$ cat config.mk
export PLATFORM = sky130hd
export DESIGN_NAME = zbus_cycle_arb_flat
export DESIGN_NICKNAME = d
export VERILOG_FILES = /design/src/rtl/zbus_cycle_arb_pkg.sv /design/src/rtl/zbus_cycle_arb_if.sv /design/src/rtl/zbus_cycle_arb_rr_arb.sv /design/src/rtl/zbus_cycle_arb.sv /design/src/flat_wrapper.sv
export SDC_FILE = /design/constraint.sdc
export NUM_CORES = 1
export LEC_CHECK = 0
export BUFFER_PORTS_ARGS = -buffer_cell sky130_fd_sc_hd__buf_2
export CORE_MARGIN = 4
export CORE_UTILIZATION = 43
export CTS_BUF_LIST = sky130_fd_sc_hd__clkbuf_8
export DETAILED_ROUTE_END_ITERATION = 6
export GPL_TIMING_DRIVEN = 0
export PLACE_DENSITY = 0.8
export SETUP_SLACK_MARGIN = 0.05
export SYNTH_ARGS = -nofsm -noshare
export SYNTH_HDL_FRONTEND = slang
export SYNTH_SLANG_ARGS = --single-unit
$ cat constraint.sdc
create_clock -name clk -period 1.7 [get_ports clk]
set_clock_uncertainty 0.05 [all_clocks]
set_input_delay 0 -clock clk [delete_from_list [all_inputs] [get_ports clk]]
set_output_delay 0 -clock clk [all_outputs]
set_load 0.03 [all_outputs]
$ cat src/rtl/zbus_cycle_arb_pkg.sv
// zbus_pkg: shared definitions for the Z80 bus cycle arbiter.
//   - bus cycle command encodings and decode helpers
//   - FSM state constants
//   - latched request record
package zbus_pkg;

  localparam logic [1:0] CMD_MEMRD = 2'b00;
  localparam logic [1:0] CMD_MEMWR = 2'b01;
  localparam logic [1:0] CMD_IORD  = 2'b10;
  localparam logic [1:0] CMD_IOWR  = 2'b11;

  typedef logic [1:0] state_t;
  localparam state_t ST_IDLE   = 2'd0;
  localparam state_t ST_SETUP  = 2'd1;
  localparam state_t ST_STROBE = 2'd2;
  localparam state_t ST_HOLD   = 2'd3;

  typedef struct packed {
    logic [1:0]  cmd;
    logic [15:0] addr;
    logic [7:0]  wdata;
  } zreq_t;

  function automatic logic is_io(input logic [1:0] cmd);
    return cmd[1];
  endfunction

  function automatic logic is_wr(input logic [1:0] cmd);
    return cmd[0];
  endfunction

endpackage

$ cat src/rtl/zbus_cycle_arb_if.sv
// zbus_cycle_arb_if: external Z80 bus pins as seen by the bus master.
//   mreq_n/iorq_n/rd_n/wr_n : active-low strobes
//   a                       : address
//   dout/doe                : write data and its output enable (tri-state built above)
//   din                     : data read back from the bus
// master modport = the arbiter, slave modport = the bus / device model.
interface zbus_cycle_arb_if;
  logic        mreq_n;
  logic        iorq_n;
  logic        rd_n;
  logic        wr_n;
  logic [15:0] a;
  logic [7:0]  dout;
  logic        doe;
  logic [7:0]  din;

  modport master (
    output mreq_n, iorq_n, rd_n, wr_n, a, dout, doe,
    input  din
  );

  modport slave (
    input  mreq_n, iorq_n, rd_n, wr_n, a, dout, doe,
    output din
  );
endinterface

$ cat src/rtl/zbus_cycle_arb_rr_arb.sv
// zbus_rr_arb: 2-way round-robin arbiter.
//   clk, rst_n : clock, synchronous active-low reset
//   req[1:0]   : request levels
//   en         : arbitration allowed this clock (pointer only moves when en)
//   gnt[1:0]   : one-hot grant (combinational), zero when no request
// After reset requester 0 wins the first tie.
module zbus_rr_arb (
  input  logic       clk,
  input  logic       rst_n,
  input  logic [1:0] req,
  input  logic       en,
  output logic [1:0] gnt
);

  // prefer1 set means requester 1 wins the next tie
  logic prefer1;

  always_comb begin
    gnt = req;
    if (req == 2'b11) gnt = prefer1 ? 2'b10 : 2'b01;
  end

  always_ff @(posedge clk) begin
    if (!rst_n)             prefer1 <= 1'b0;
    else if (en && (|req))  prefer1 <= gnt[0];
  end

endmodule

$ cat src/rtl/zbus_cycle_arb.sv
// zbus_cycle_arb: shares one Z80 bus between two requesters, running one
// complete memrd/memwr/iord/iowr cycle per grant.
//   clk, rst_n         : clock, synchronous active-low reset
//   rN_req/cmd/addr/wdata : level request and its cycle description
//   rN_ack             : one-clock completion pulse
//   rdata              : data captured by the last read
//   busy               : high whenever a cycle is in progress
//   bus                : Z80 pins (master side)
// Cycle: IDLE (arbitrate) -> SETUP (1) -> STROBE (STROBE_CYC) -> HOLD (1).
// All outputs come straight from flops.
module zbus_cycle_arb
  import zbus_pkg::*;
#(
  parameter int STROBE_CYC = 2   // 1..15
) (
  input  logic        clk,
  input  logic        rst_n,
  input  logic        r0_req,
  input  logic [1:0]  r0_cmd,
  input  logic [15:0] r0_addr,
  input  logic [7:0]  r0_wdata,
  output logic        r0_ack,
  input  logic        r1_req,
  input  logic [1:0]  r1_cmd,
  input  logic [15:0] r1_addr,
  input  logic [7:0]  r1_wdata,
  output logic        r1_ack,
  output logic [7:0]  rdata,
  output logic        busy,
  zbus_cycle_arb_if.master bus
);

  state_t      state;
  logic [3:0]  cnt;
  logic [1:0]  cmd_q;
  logic        gidx;
  logic [1:0]  ack_q;
  logic        mreq_q, iorq_q, rd_q, wr_q, doe_q, busy_q;
  logic [15:0] a_q;
  logic [7:0]  dout_q, rdata_q;

  zreq_t [1:0] rq;
  zreq_t       win;
  logic  [1:0] gnt;

  assign rq[0] = {r0_cmd, r0_addr, r0_wdata};
  assign rq[1] = {r1_cmd, r1_addr, r1_wdata};
  assign win   = gnt[1] ? rq[1] : rq[0];

  zbus_rr_arb u_arb (
    .clk   (clk),
    .rst_n (rst_n),
    .req   ({r1_req, r0_req}),
    .en    (state == ST_IDLE),
    .gnt   (gnt)
  );

  always_ff @(posedge clk) begin
    if (!rst_n) begin
      state   <= ST_IDLE;
      cnt     <= '0;
      cmd_q   <= CMD_MEMRD;
      gidx    <= 1'b0;
      ack_q   <= '0;
      mreq_q  <= 1'b1;
      iorq_q  <= 1'b1;
      rd_q    <= 1'b1;
      wr_q    <= 1'b1;
      doe_q   <= 1'b0;
      busy_q  <= 1'b0;
      a_q     <= '0;
      dout_q  <= '0;
      rdata_q <= '0;
    end else begin
      case (state)
        ST_IDLE: begin
          if (|gnt) begin
            // latch everything now; later changes on the request side are ignored
            cmd_q  <= win.cmd;
            gidx   <= gnt[1];
            a_q    <= win.addr;
            dout_q <= win.wdata;
            doe_q  <= is_wr(win.cmd);
            busy_q <= 1'b1;
            state  <= ST_SETUP;
          end
        end
        ST_SETUP: begin
          mreq_q <= is_io(cmd_q);
          iorq_q <= ~is_io(cmd_q);
          rd_q   <= is_wr(cmd_q);
          wr_q   <= ~is_wr(cmd_q);
          cnt    <= 4'(STROBE_CYC - 1);
          state  <= ST_STROBE;
        end
        ST_STROBE: begin
          if (cnt == 4'd0) begin
            mreq_q <= 1'b1;
            iorq_q <= 1'b1;
            rd_q   <= 1'b1;
            wr_q   <= 1'b1;
            // sample din on the same edge the strobe rises
            if (!is_wr(cmd_q)) rdata_q <= bus.din;
            ack_q  <= gidx ? 2'b10 : 2'b01;
            state  <= ST_HOLD;
          end else begin
            cnt <= cnt - 4'd1;
          end
        end
        ST_HOLD: begin
          // a/dout keep their values into IDLE; only doe drops
          ack_q  <= '0;
          doe_q  <= 1'b0;
          busy_q <= 1'b0;
          state  <= ST_IDLE;
        end
        default: state <= ST_IDLE;
      endcase
    end
  end

  assign r0_ack     = ack_q[0];
  assign r1_ack     = ack_q[1];
  assign rdata      = rdata_q;
  assign busy       = busy_q;
  assign bus.mreq_n = mreq_q;
  assign bus.iorq_n = iorq_q;
  assign bus.rd_n   = rd_q;
  assign bus.wr_n   = wr_q;
  assign bus.a      = a_q;
  assign bus.dout   = dout_q;
  assign bus.doe    = doe_q;

endmodule

$ cat src/flat_wrapper.sv
// flat-port wrapper written by rule: the top's interface ports become plain ports
module zbus_cycle_arb_flat import zbus_pkg::*;
#(
  parameter int STROBE_CYC = 2           
)
  (clk, rst_n, r0_req, r0_cmd, r0_addr, r0_wdata, r0_ack, r1_req, r1_cmd, r1_addr, r1_wdata, r1_ack, rdata, busy, bus_mreq_n, bus_iorq_n, bus_rd_n, bus_wr_n, bus_a, bus_dout, bus_doe, bus_din);
  zbus_cycle_arb_if bus_i ();
  input  logic clk;
  input  logic rst_n;
  input  logic r0_req;
  input  logic [1:0] r0_cmd;
  input  logic [15:0] r0_addr;
  input  logic [7:0] r0_wdata;
  output logic r0_ack;
  input  logic r1_req;
  input  logic [1:0] r1_cmd;
  input  logic [15:0] r1_addr;
  input  logic [7:0] r1_wdata;
  output logic r1_ack;
  output logic [7:0] rdata;
  output logic busy;
  output wire logic [$bits(bus_i.mreq_n)-1:0] bus_mreq_n;
  output wire logic [$bits(bus_i.iorq_n)-1:0] bus_iorq_n;
  output wire logic [$bits(bus_i.rd_n)-1:0] bus_rd_n;
  output wire logic [$bits(bus_i.wr_n)-1:0] bus_wr_n;
  output wire logic [$bits(bus_i.a)-1:0] bus_a;
  output wire logic [$bits(bus_i.dout)-1:0] bus_dout;
  output wire logic [$bits(bus_i.doe)-1:0] bus_doe;
  input wire logic [$bits(bus_i.din)-1:0] bus_din;
  assign bus_mreq_n = bus_i.mreq_n;
  assign bus_iorq_n = bus_i.iorq_n;
  assign bus_rd_n = bus_i.rd_n;
  assign bus_wr_n = bus_i.wr_n;
  assign bus_a = bus_i.a;
  assign bus_dout = bus_i.dout;
  assign bus_doe = bus_i.doe;
  assign bus_i.din = bus_din;
  zbus_cycle_arb #(.STROBE_CYC(STROBE_CYC)) u_core (.clk(clk), .rst_n(rst_n), .r0_req(r0_req), .r0_cmd(r0_cmd), .r0_addr(r0_addr), .r0_wdata(r0_wdata), .r0_ack(r0_ack), .r1_req(r1_req), .r1_cmd(r1_cmd), .r1_addr(r1_addr), .r1_wdata(r1_wdata), .r1_ack(r1_ack), .rdata(rdata), .busy(busy), .bus(bus_i));
endmodule
==> results of run 1 <==
-- final cells by class --
| class | count | area (um2) | area share, % |
|---|---|---|---|
| buffer | 17 | 131 | 3.61 |
| clock buffer | 5 | 68.8 | 1.89 |
| clock inverter | 2 | 11.3 | 0.309 |
| inverter | 7 | 26.3 | 0.722 |
| multi-input combinational | 163 | 1130 | 31.0 |
| sequential | 50 | 1000 | 27.6 |
| tap | 67 | 83.8 | 2.30 |
| timing repair buffer | 171 | 1180 | 32.5 |
-- sequential cells by signal (all words and copies together) (netlist names) --
register / count
u_core.bus.a: 16
u_core.bus.dout: 8
u_core.rdata: 8
u_core.cnt: 4
u_core.ack_q: 2
u_core.cmd_q: 2
u_core.state: 2
u_core.bus.doe: 1
u_core.bus.iorq_n: 1
u_core.bus.mreq_n: 1
u_core.bus.rd_n: 1
u_core.bus.wr_n: 1
u_core.busy: 1
u_core.gidx: 1
u_core.u_arb.prefer1: 1
-- cells in the mapped netlist, types with 4 or more instances --
master	instances
mux2i_1	26
dfxtp_1	50
buf_2	4
nand2_1	15
a21oi_1	30
nor2_1	7
inv_1	6
o21ai_0	30
clkbuf_1	7
o21ai_1	8
ha_1	6
nand3_1	10
-- what timing repair did --
action                                  CTS  global route
hold buffers                             63             0
endpoints found under the setup margin   30            48
endpoints found under the hold margin    40             0
gates cloned                              0             0
pin swaps                                 1             3
gates resized for setup                   5            24
setup buffers                             1             4
-- per-stage QoR --
step	setup TNS, ps	std cells	instance area [um2]	util [%]	worst slack [ps]
floorplan	0	237	2210	-	136
finish	0	482	3640	75.1	26.6
global placement	0	407	2810	58.0	15.3
CTS	0	478	3540	72.9	55.0
global route	-36.5	482	3640	75.1	-14.2
detailed placement	-348	407	2810	58.0	-31.4
-- routing by layer --
layer	up-vias	GRT usage [%]	wire [um]
li1	1204	-	-
met1	1260	35.1	3520
met2	217	45.7	4120
met3	39	10.2	1120
met4	0	13.9	356
met5	-	0	0
-- cells by family after synthesis --
kind of cell | synth area share, %
AND/OR/NAND/NOR | 12.1
XOR/XNOR | 0.396
flip-flops | 45.3
AO/OA/AOI/OAI | 20.7
adder cells (fa/ha/maj) | 3.40
buffers and inverters | 6.34
multiplexers | 11.8
-- power by group through the flow --
stage	Combinational, uW	Sequential, uW	Clock, uW
after floorplan	1160	2400	0
after CTS	2600	1790	680
final	3030	1870	672
after detailed placement	2440	1800	0
after global placement	2410	1800	0
after global routing	3200	1890	711
-- worst register-to-register path: stages (launching register included) --
cell	delay (ps)
dfxtp_1	360
inv_1	130
ha_2	280
o21a_4	200
clkbuf_2	230
o21ai_0	140
a21oi_1	200
-- worst paths after layout --
check / slack, ps / start / endpoint / depth (start not counted)
worst max register to register: 30 / u_core.state[1]$_SDFFE_PN0P_ / u_core.bus.a[6]$_SDFFE_PN0P_ / 6
worst min-delay path: 390 / bus_din[5] / u_core.rdata[5]$_SDFFE_PN0P_ / 4
worst max-delay path: 30 / u_core.state[1]$_SDFFE_PN0P_ / u_core.bus.a[6]$_SDFFE_PN0P_ / 6
worst min register to register: 400 / u_core.rdata[4]$_SDFFE_PN0P_ / u_core.rdata[4]$_SDFFE_PN0P_ / 2
==> results by group, run 1 <==
Setup path
  – CP peak stage delay: 360 ps
  – CP Buf/Inv Count: 2
  – Worst path slowest cell: dfxtp_1
  – Critical Path Fanout Max: 10
  – Worst Setup End Kind: flop
  – WS Path Type: flop to flop
  – Setup crit start kind: flop
  – CP cell instances: inv_1 > ha_2 > o21a_4 > clkbuf_2 > o21ai_0 > a21oi_1
  – Critical path data arrival time: 1850 ps
  – Cell family with most CP delay: compound AO/OA/AOI/OAI gates
  – Required @ worst endpoint: 1880 ps

Placement
  – PortBufs: 103
  – Hpwl dp: 4.34 mm
  – Global placer's final weighted congestion: 0.806

Cells and area
  – ANT cells: 0
  – Post-layout nets: 485
  – Layout Area Growth over Synthesis: 64.6%
  – Layout cell share with drive strength beyond 1: 35.2%
  – FILL cells: 279
  – Leading cell type in the layout, fill and taps excluded: buf_2
  – Commonest cells after routing, fill and taps aside: 104 x buf_2, 63 x dlygate4sd3_1, 47 x dfxtp_1

Floorplanning
  – Rows: 25
  – Die Width: 79.7 um
  – Ports: 104
  – Initial Utilization: 45.6%
  – Die area: 0.00635 mm2
  – Die H: 79.7 um
  – Core area: 0.00485 mm2

Pwr
  – Net Sw Frac: 47.0%
  – Combinational share of power: 54.4%
  – Clk pwr share: 12.1%
  – Net Sw Power: 2620 uW
  – Reg power frac: 33.6%
  – Overall power: 5560 uW
  – Pwr dens: 1530 mW/mm2
  – VDD IR-drop max: 946 uV
  – Internal: 2950 uW
  – Leak: 0.00176 uW

STA
  – WHS: 393 ps
  – Worst Max-Slew Pin Slew: 505 ps
  – Max Clk Rate: 598 MHz
  – Fin crit period: 1670 ps
  – Slew Viols, Final: 0
  – Final cycle utilization of the critical path: 98.4%
  – Max_slew headroom: 66.3%
  – # setup viols final: 0
  – RSZ-0062 raised after global routing: true
  – Final Hold Fails: 0

Drt
  – Drt pass-1 iters: 4
  – DR iter-0 viols: 208
  – WL/cell: 18.9 um
  – Post-route DRC: 0
  – Routed wire length: 9.12 mm
  – Vias per cell: 5.64
  – ANT nets after route: 0
  – Total number of vias: 2720

Synth
  – Async set or reset register ratio after synthesis: 0%
  – Post-synth top area share: 45.3%
  – #FFs+latches synth: 50
  – Top cells by area, synth: dfxtp_1 45%, mux2i_1 12%, a21oi_1 6.8%
  – Register area share after synthesis: 45.3%
  – Avg Cell Area, Syn: 9.33 um2
  – Main flop type after synthesis: dfxtp_1
  – Synth cell types: 42
  – Yosys Warn Count: 0
  – Number of flops mapped to enable cells by yosys: 0
  – Mapped Cells: 237
  – Mapped Area: 0.00221 mm2
  – Syn Nets: 307
  – Cell accounting for the most synthesized area: dfxtp_1

Global route
  – Vias in the first global route: 2802
  – All-Layer GR Usage: 29.0%
  – Initial antenna violation count: 0
  – Largest net degree at the start of global routing: 15
  – First-pass GRT wire length: 14.3 mm
  – Gr ovfl total: 0

Hold path
  – Class of the worst hold path: input port to flop

Flow run
  – Max_cap viols: 0

CTS
  – Max Root-Sink Buffers: 2
  – CTS tree: yes
  – CTS sink cnt: 50
  – Clk_lat worst skew: 310 ps
  – Total CTS buffers: 5
  – Root buffer cell: clkbuf_8
  – Clk pin slew, worst setup/hold paths: 90 ps
  – Max H-tree Level: 2

Status
  – Status: finished clean
No activity file was read; power rests on OpenSTA's default activity.
==> run 2: changes to the inputs <==
Settings changed: ABC_AREA set to 1, CORE_ASPECT_RATIO set to 0.8, CORE_UTILIZATION 43 to 44.
==> run 2 against run 1 <==
Against the previous run: the flow now finishes with violations (negative hold slack); total power fell by 15%; utilization fell by 11 points; final cell count rose by 10%; wire length fell by 25%; worst hold slack got worse by 410 ps; count of clock-buffer cells in the layout did not move.
==> results by group, run 2 <==
Synth
  – Cell accounting for the most synthesized area: dfxtp_1
  – Count leader, synth: nand2_1
  – Synth cell types: 24
  – Syn Nets: 404
  – Post-synth top area share: 41.3%
  – Mapped Area: 0.00242 mm2
  – Number of flops mapped to enable cells by yosys: 0
  – Synth cell count leaders: 67 x nand2_1, 50 x dfxtp_1, 38 x inv_1, 38 x nand3_1, 36 x a21oi_1
  – Mapped Cells: 334
  – Register area share after synthesis: 41.3%
  – Avg Cell Area, Syn: 7.25 um2
  – Yosys Warn Count: 0
  – Top cells by area, synth: dfxtp_1 41%, nand2_1 10%, nand3b_1 8.1%
  – Main flop type after synthesis: dfxtp_1
  – #FFs+latches synth: 50
  – Async set or reset register ratio after synthesis: 0%

Placement
  – Global placer's final weighted congestion: 0.837
  – Placed cells: 499
  – Hpwl dp: 4.98 mm
  – PortBufs: 103

Setup path
  – CP cell instances: inv_1 > ha_1 > nand3_2 > buf_6 > nor3_1 > nor2_1
  – Worst Setup End Kind: flop
  – Critical Path Fanout Max: 10
  – Worst path slowest cell: dfxtp_1
  – Setup crit start kind: flop
  – WS Path Type: flop to flop
  – Cell family with most CP delay: simple AND/OR/NAND/NOR gates
  – CP peak stage delay: 340 ps
  – Required @ worst endpoint: 1830 ps
  – CP Buf/Inv Count: 2
  – Critical path data arrival time: 1640 ps

STA
  – Final cycle utilization of the critical path: 88.8%
  – Setup TNS Final: 0 ps
  – RSZ-0062 raised after global routing: false
  – WHS: -12.8 ps
  – Fin crit period: 1510 ps
  – Max Clk Rate: 663 MHz
  – Worst Max-Slew Pin Slew: 515 ps
  – Max_slew headroom: 65.7%
  – Slew Viols, Final: 0
  – # setup viols final: 0
  – Final Hold Fails: 1

Flow run
  – Max_cap viols: 0

Cells and area
  – Layout Area Growth over Synthesis: 37.8%
  – Post-layout nets: 538
  – Largest register FFs: 16
  – Leading cell type in the layout, fill and taps excluded: buf_2
  – Footprint of the multi-input gates: 0.00116 mm2
  – Finished Layout Cells: 530
  – Commonest cells after routing, fill and taps aside: 113 x buf_2, 66 x nand2_1, 50 x dfxtp_1
  – Layout cell share with drive strength beyond 1: 28.0%
  – Register cell area after layout: 0.00100 mm2
  – ANT cells: 0
  – FILL cells: 478

Drt
  – WL/cell: 12.9 um
  – Post-route DRC: 0
  – Total number of vias: 2625
  – ANT nets after route: 0
  – Routed wire length: 6.82 mm
  – Vias per cell: 4.95
  – DR iter-0 viols: 88
  – Drt pass-1 iters: 4

Global route
  – Vias in the first global route: 2385
  – All-Layer GR Usage: 19.9%
  – Largest net degree at the start of global routing: 14
  – Gr ovfl total: 0
  – First-pass GRT wire length: 11.0 mm
  – Initial antenna violation count: 0

Pwr
  – Internal: 2600 uW
  – Combinational share of power: 50.7%
  – Clk pwr share: 13.3%
  – Leak: 0.00169 uW
  – Reg power frac: 36.0%
  – Net Sw Power: 2110 uW
  – VDD IR-drop max: 575 uV
  – Net Sw Frac: 44.8%
  – Pwr dens: 1410 mW/mm2

Status
  – Failing checks: negative hold slack
  – Status: finished, violations left

CTS
  – Clk_lat worst skew: 290 ps
  – Max Root-Sink Buffers: 2
  – CTS sink cnt: 50
  – CTS tree: yes
  – Root buffer cell: clkbuf_8
  – Max H-tree Level: 2
  – Clk pin slew, worst setup/hold paths: 80 ps
  – Total CTS buffers: 5

Floorplanning
  – Rows: 23
  – Die H: 74.4 um
  – Ports: 104
  – Die Width: 91.0 um
  – Core area: 0.00518 mm2
  – Die area: 0.00676 mm2
  – Initial Utilization: 46.8%

Hold path
  – Class of the worst hold path: input port to flop
run 2: kinds of logic (layout without fill, tap and decap cells):
family | Yosys count | after routing | share of synthesized area, %
xor gates and xnor gates | 1 | 1 | 0.362
and+or+nand+nor | 162 | 162 | 32.4
AOI/OAI and AO/OA | 55 | 55 | 11.7
adders and majority gates | 6 | 6 | 3.10
buffers and inverters | 60 | 194 | 11.1
DFF | 50 | 50 | 41.3
run 2: tightest hold or removal path, stage by stage:
cell     delay [ps]
buf_2            90
inv_1            40
nand2_1          40
nand3_1          60
a21oi_1          50
run 2: layout make-up:
type | instances | share of cell area [%]
Multi-Input combinational cell | 224 | 34.7
Sequential cell | 50 | 30.0
Timing Repair Buffer | 127 | 22.6
Inverter | 40 | 4.50
Buffer | 20 | 3.52
Tap cell | 62 | 2.32
Clock buffer | 5 | 2.06
Clock inverter | 2 | 0.225
run 2: what timing repair did:
action,in CTS,in global routing
hold buffers,24,0
gates resized for setup,0,3
setup buffers,0,0
endpoints found under the hold margin,26,0
setup endpoints to repair,0,8
run 2: metal layers:
| metal | GRT usage (%) | routed length (um) | vias to the layer above |
|---|---|---|---|
| li1 | - | - | 1353 |
| met3 | 3.94 | 488 | 10 |
| met1 | 25.3 | 2950 | 1160 |
| met4 | 5.52 | 108 | 0 |
| met5 | 0 | 0 | - |
| met2 | 35.0 | 3270 | 102 |
run 2: power by group through the flow:
stage,Sequential (uW),Clock [uW],Combinational [uW]
6_report,1700,627,2390
5_1_grt,1740,683,2660
4_1_cts,1690,643,2380
3_5_place_dp,1720,0,2330
3_3_place_gp,1710,0,2300
2_1_floorplan,2200,0,1210
run 2: through the flow:
stage / area [um2] / hold WS, ps / setup WS (ps) / utilization [%] / total power [uW]
6_report: 3340 / -12.8 / 191 / 64.4 / 4720
5_1_grt: 3340 / 19.6 / 74.0 / 64.4 / 5080
4_1_cts: 3330 / 0.332 / 159 / 64.3 / 4720
3_5_place_dp: 3020 / 185 / 172 / 58.2 / 4050
3_3_place_gp: 3020 / 178 / 217 / 58.2 / 4010
2_1_floorplan: 2420 / 85.7 / 344 / - / 3410
run 2: final timing paths:
check                                start                       endpoint  slack [ps]  cells after the start
max           u_core.state[0]$_SDFFE_PN0P_   u_core.rdata[0]$_SDFFE_PN0P_         190                      6
min                            r0_addr[14]  u_core.bus.a[14]$_SDFFE_PN0P_         -10                      5
max reg2reg   u_core.state[0]$_SDFFE_PN0P_   u_core.rdata[0]$_SDFFE_PN0P_         190                      6
min reg2reg  u_core.bus.a[15]$_SDFFE_PN0P_  u_core.bus.a[15]$_SDFFE_PN0P_         410                      2
==> run 3: changes to the inputs <==
Settings changed: MAX_ROUTING_LAYER set to met4, PLACE_DENSITY 0.8 to 0.78.
==> run 3 against run 2 <==
Against the previous run: the flow now finishes without violations; sequential share of layout area decreased by 0.52 points; wire length up 4.7%; die area stayed put; highest routed layer unchanged; flip-flop and latch count unchanged; non-clock buffer count increased by 4; via count grew 2.3%; first-iteration DRC count up 67%; combinational power about the same; critical endpoint is now u_core.bus.dout[2]$_SDFFE_PN0P_; worst hold slack gained 20 ps.
==> results by group, run 3 (synthesized netlist as in run 2, its figures left out) <==
STA
  – Final cycle utilization of the critical path: 89.0%
  – Max_slew headroom: 66.4%
  – Final Hold Fails: 0
  – WHS: 7.30 ps
  – Worst Max-Slew Pin Slew: 504 ps
  – RSZ-0062 raised after global routing: true
  – Slew Viols, Final: 0
  – Max Clk Rate: 661 MHz
  – Fin crit period: 1510 ps
  – Setup TNS Final: 0 ps
  – # setup viols final: 0

Hold path
  – Class of the worst hold path: input port to flop

Setup path
  – WS Path Type: flop to flop
  – CP peak stage delay: 350 ps
  – Worst path slowest cell: dfxtp_1
  – Critical path data arrival time: 1690 ps
  – Setup crit start kind: flop
  – Worst Setup End Kind: flop
  – CP Buf/Inv Count: 4
  – CP cell instances: inv_1 > ha_2 > o21ai_2 > inv_2 > buf_4 > buf_6 > nand3_1 > a21oi_1
  – Cell family with most CP delay: buffers and inverters
  – Critical Path Fanout Max: 10
  – Required @ worst endpoint: 1880 ps

Floorplanning
  – Rows: 23
  – Initial Utilization: 46.8%
  – Die Width: 91.0 um
  – Die area: 0.00676 mm2
  – Core area: 0.00518 mm2
  – Ports: 104
  – Die H: 74.4 um

Pwr
  – Pwr dens: 1420 mW/mm2
  – Leak: 0.00171 uW
  – VDD IR-drop max: 729 uV

Global route
  – All-Layer GR Usage: 22.1%
  – Gr ovfl total: 0
  – First-pass GRT wire length: 11.9 mm
  – Vias in the first global route: 2669
  – Initial antenna violation count: 0
  – Largest net degree at the start of global routing: 16

Cells and area
  – Commonest cells after routing, fill and taps aside: 113 x buf_2, 66 x nand2_1, 50 x dfxtp_1
  – Layout Area Growth over Synthesis: 40.2%
  – Largest register FFs: 16
  – ANT cells: 0
  – Finished Layout Cells: 535
  – Post-layout nets: 542
  – Leading cell type in the layout, fill and taps excluded: buf_2
  – Layout cell share with drive strength beyond 1: 28.3%

Drt
  – Metal3 WL: 377 um
  – Routed wire length: 7.14 mm
  – Top layer reached by signal wires: met4
  – WL/cell: 13.4 um
  – M1 WL: 3.10 mm
  – ANT nets after route: 0
  – Post-route DRC: 0
  – Total number of vias: 2686
  – DR iter-0 viols: 147
  – Drt pass-1 iters: 4
  – Vias per cell: 5.02
  – Metal2 WL: 3.45 mm

CTS
  – Clk pin slew, worst setup/hold paths: 100 ps
  – Max Root-Sink Buffers: 2
  – CTS sink cnt: 50
  – Total CTS buffers: 5
  – Clk_lat worst skew: 300 ps
  – CTS tree: yes
  – Root buffer cell: clkbuf_8
  – Max H-tree Level: 2

Flow run
  – Max_cap viols: 0

Status
  – Status: finished clean

Placement
  – Global placer's final weighted congestion: 0.835
  – PortBufs: 103
  – Hpwl dp: 5.06 mm
  – Placed cells: 499
## run 3: final timing paths
kind / startpoint / endpoint / slack (ps) / cells after the start
max: u_core.state[0]$_SDFFE_PN0P_ / u_core.bus.dout[2]$_SDFFE_PN0P_ / 190 / 8
min: r0_addr[12] / u_core.bus.a[12]$_SDFFE_PN0P_ / 7 / 5
max reg2reg: u_core.state[0]$_SDFFE_PN0P_ / u_core.bus.dout[2]$_SDFFE_PN0P_ / 190 / 8
min reg2reg: u_core.bus.a[10]$_SDFFE_PN0P_ / u_core.bus.a[10]$_SDFFE_PN0P_ / 420 / 2
## run 3: routing by layer
metal | track usage, % | vias up
met5 | - | -
met4 | 10.2 | 0
met3 | 4.25 | 21
met2 | 37.0 | 78
met1 | 26.1 | 1222
li1 | - | 1365
## run 3: worst reg2reg max path, stage by stage (launching register included)
cell and delay, ps:
dfxtp_1 350, inv_1 100, ha_2 240, o21ai_2 100
inv_2 60, buf_4 170, buf_6 160, nand3_1 80
a21oi_1 130
## run 3: per-stage QoR
stage                     area (um2)  utilization (%)  total power, uW  setup WS [ps]
after floorplan                 2420                -             3410            344
after global placement          3020             58.2             4010            189
after detailed placement        3020             58.2             4060            173
after CTS                       3390             65.5             4830            157
after global routing            3400             65.6             5210           35.9
final                           3400             65.6             4830            187
## run 3: layout make-up
| type | instances | area (um2) |
|---|---|---|
| buffer | 20 | 118 |
| clock buffer | 6 | 82.6 |
| clock inverter | 2 | 12.5 |
| fill | 478 | 1780 |
| inverter | 40 | 150 |
| multi-input combinational | 224 | 1160 |
| sequential | 50 | 1000 |
| tap | 62 | 77.6 |
| timing repair buffer | 131 | 796 |
## run 3: report_power, final
part | internal, uW | switching (uW) | leakage [uW]
registers | 1510 | 188 | 0.000411
clock network | 328 | 390 | 0.0000472
logic | 826 | 1590 | 0.00125
total | 2670 | 2170 | 0.00171
## run 3: repair_timing
action	4_1_cts	5_1_grt
setup buffers	0	0
hold buffers	28	0
gates resized for setup	0	3
hold endpoints to repair	30	0
endpoints found under the setup margin	0	15
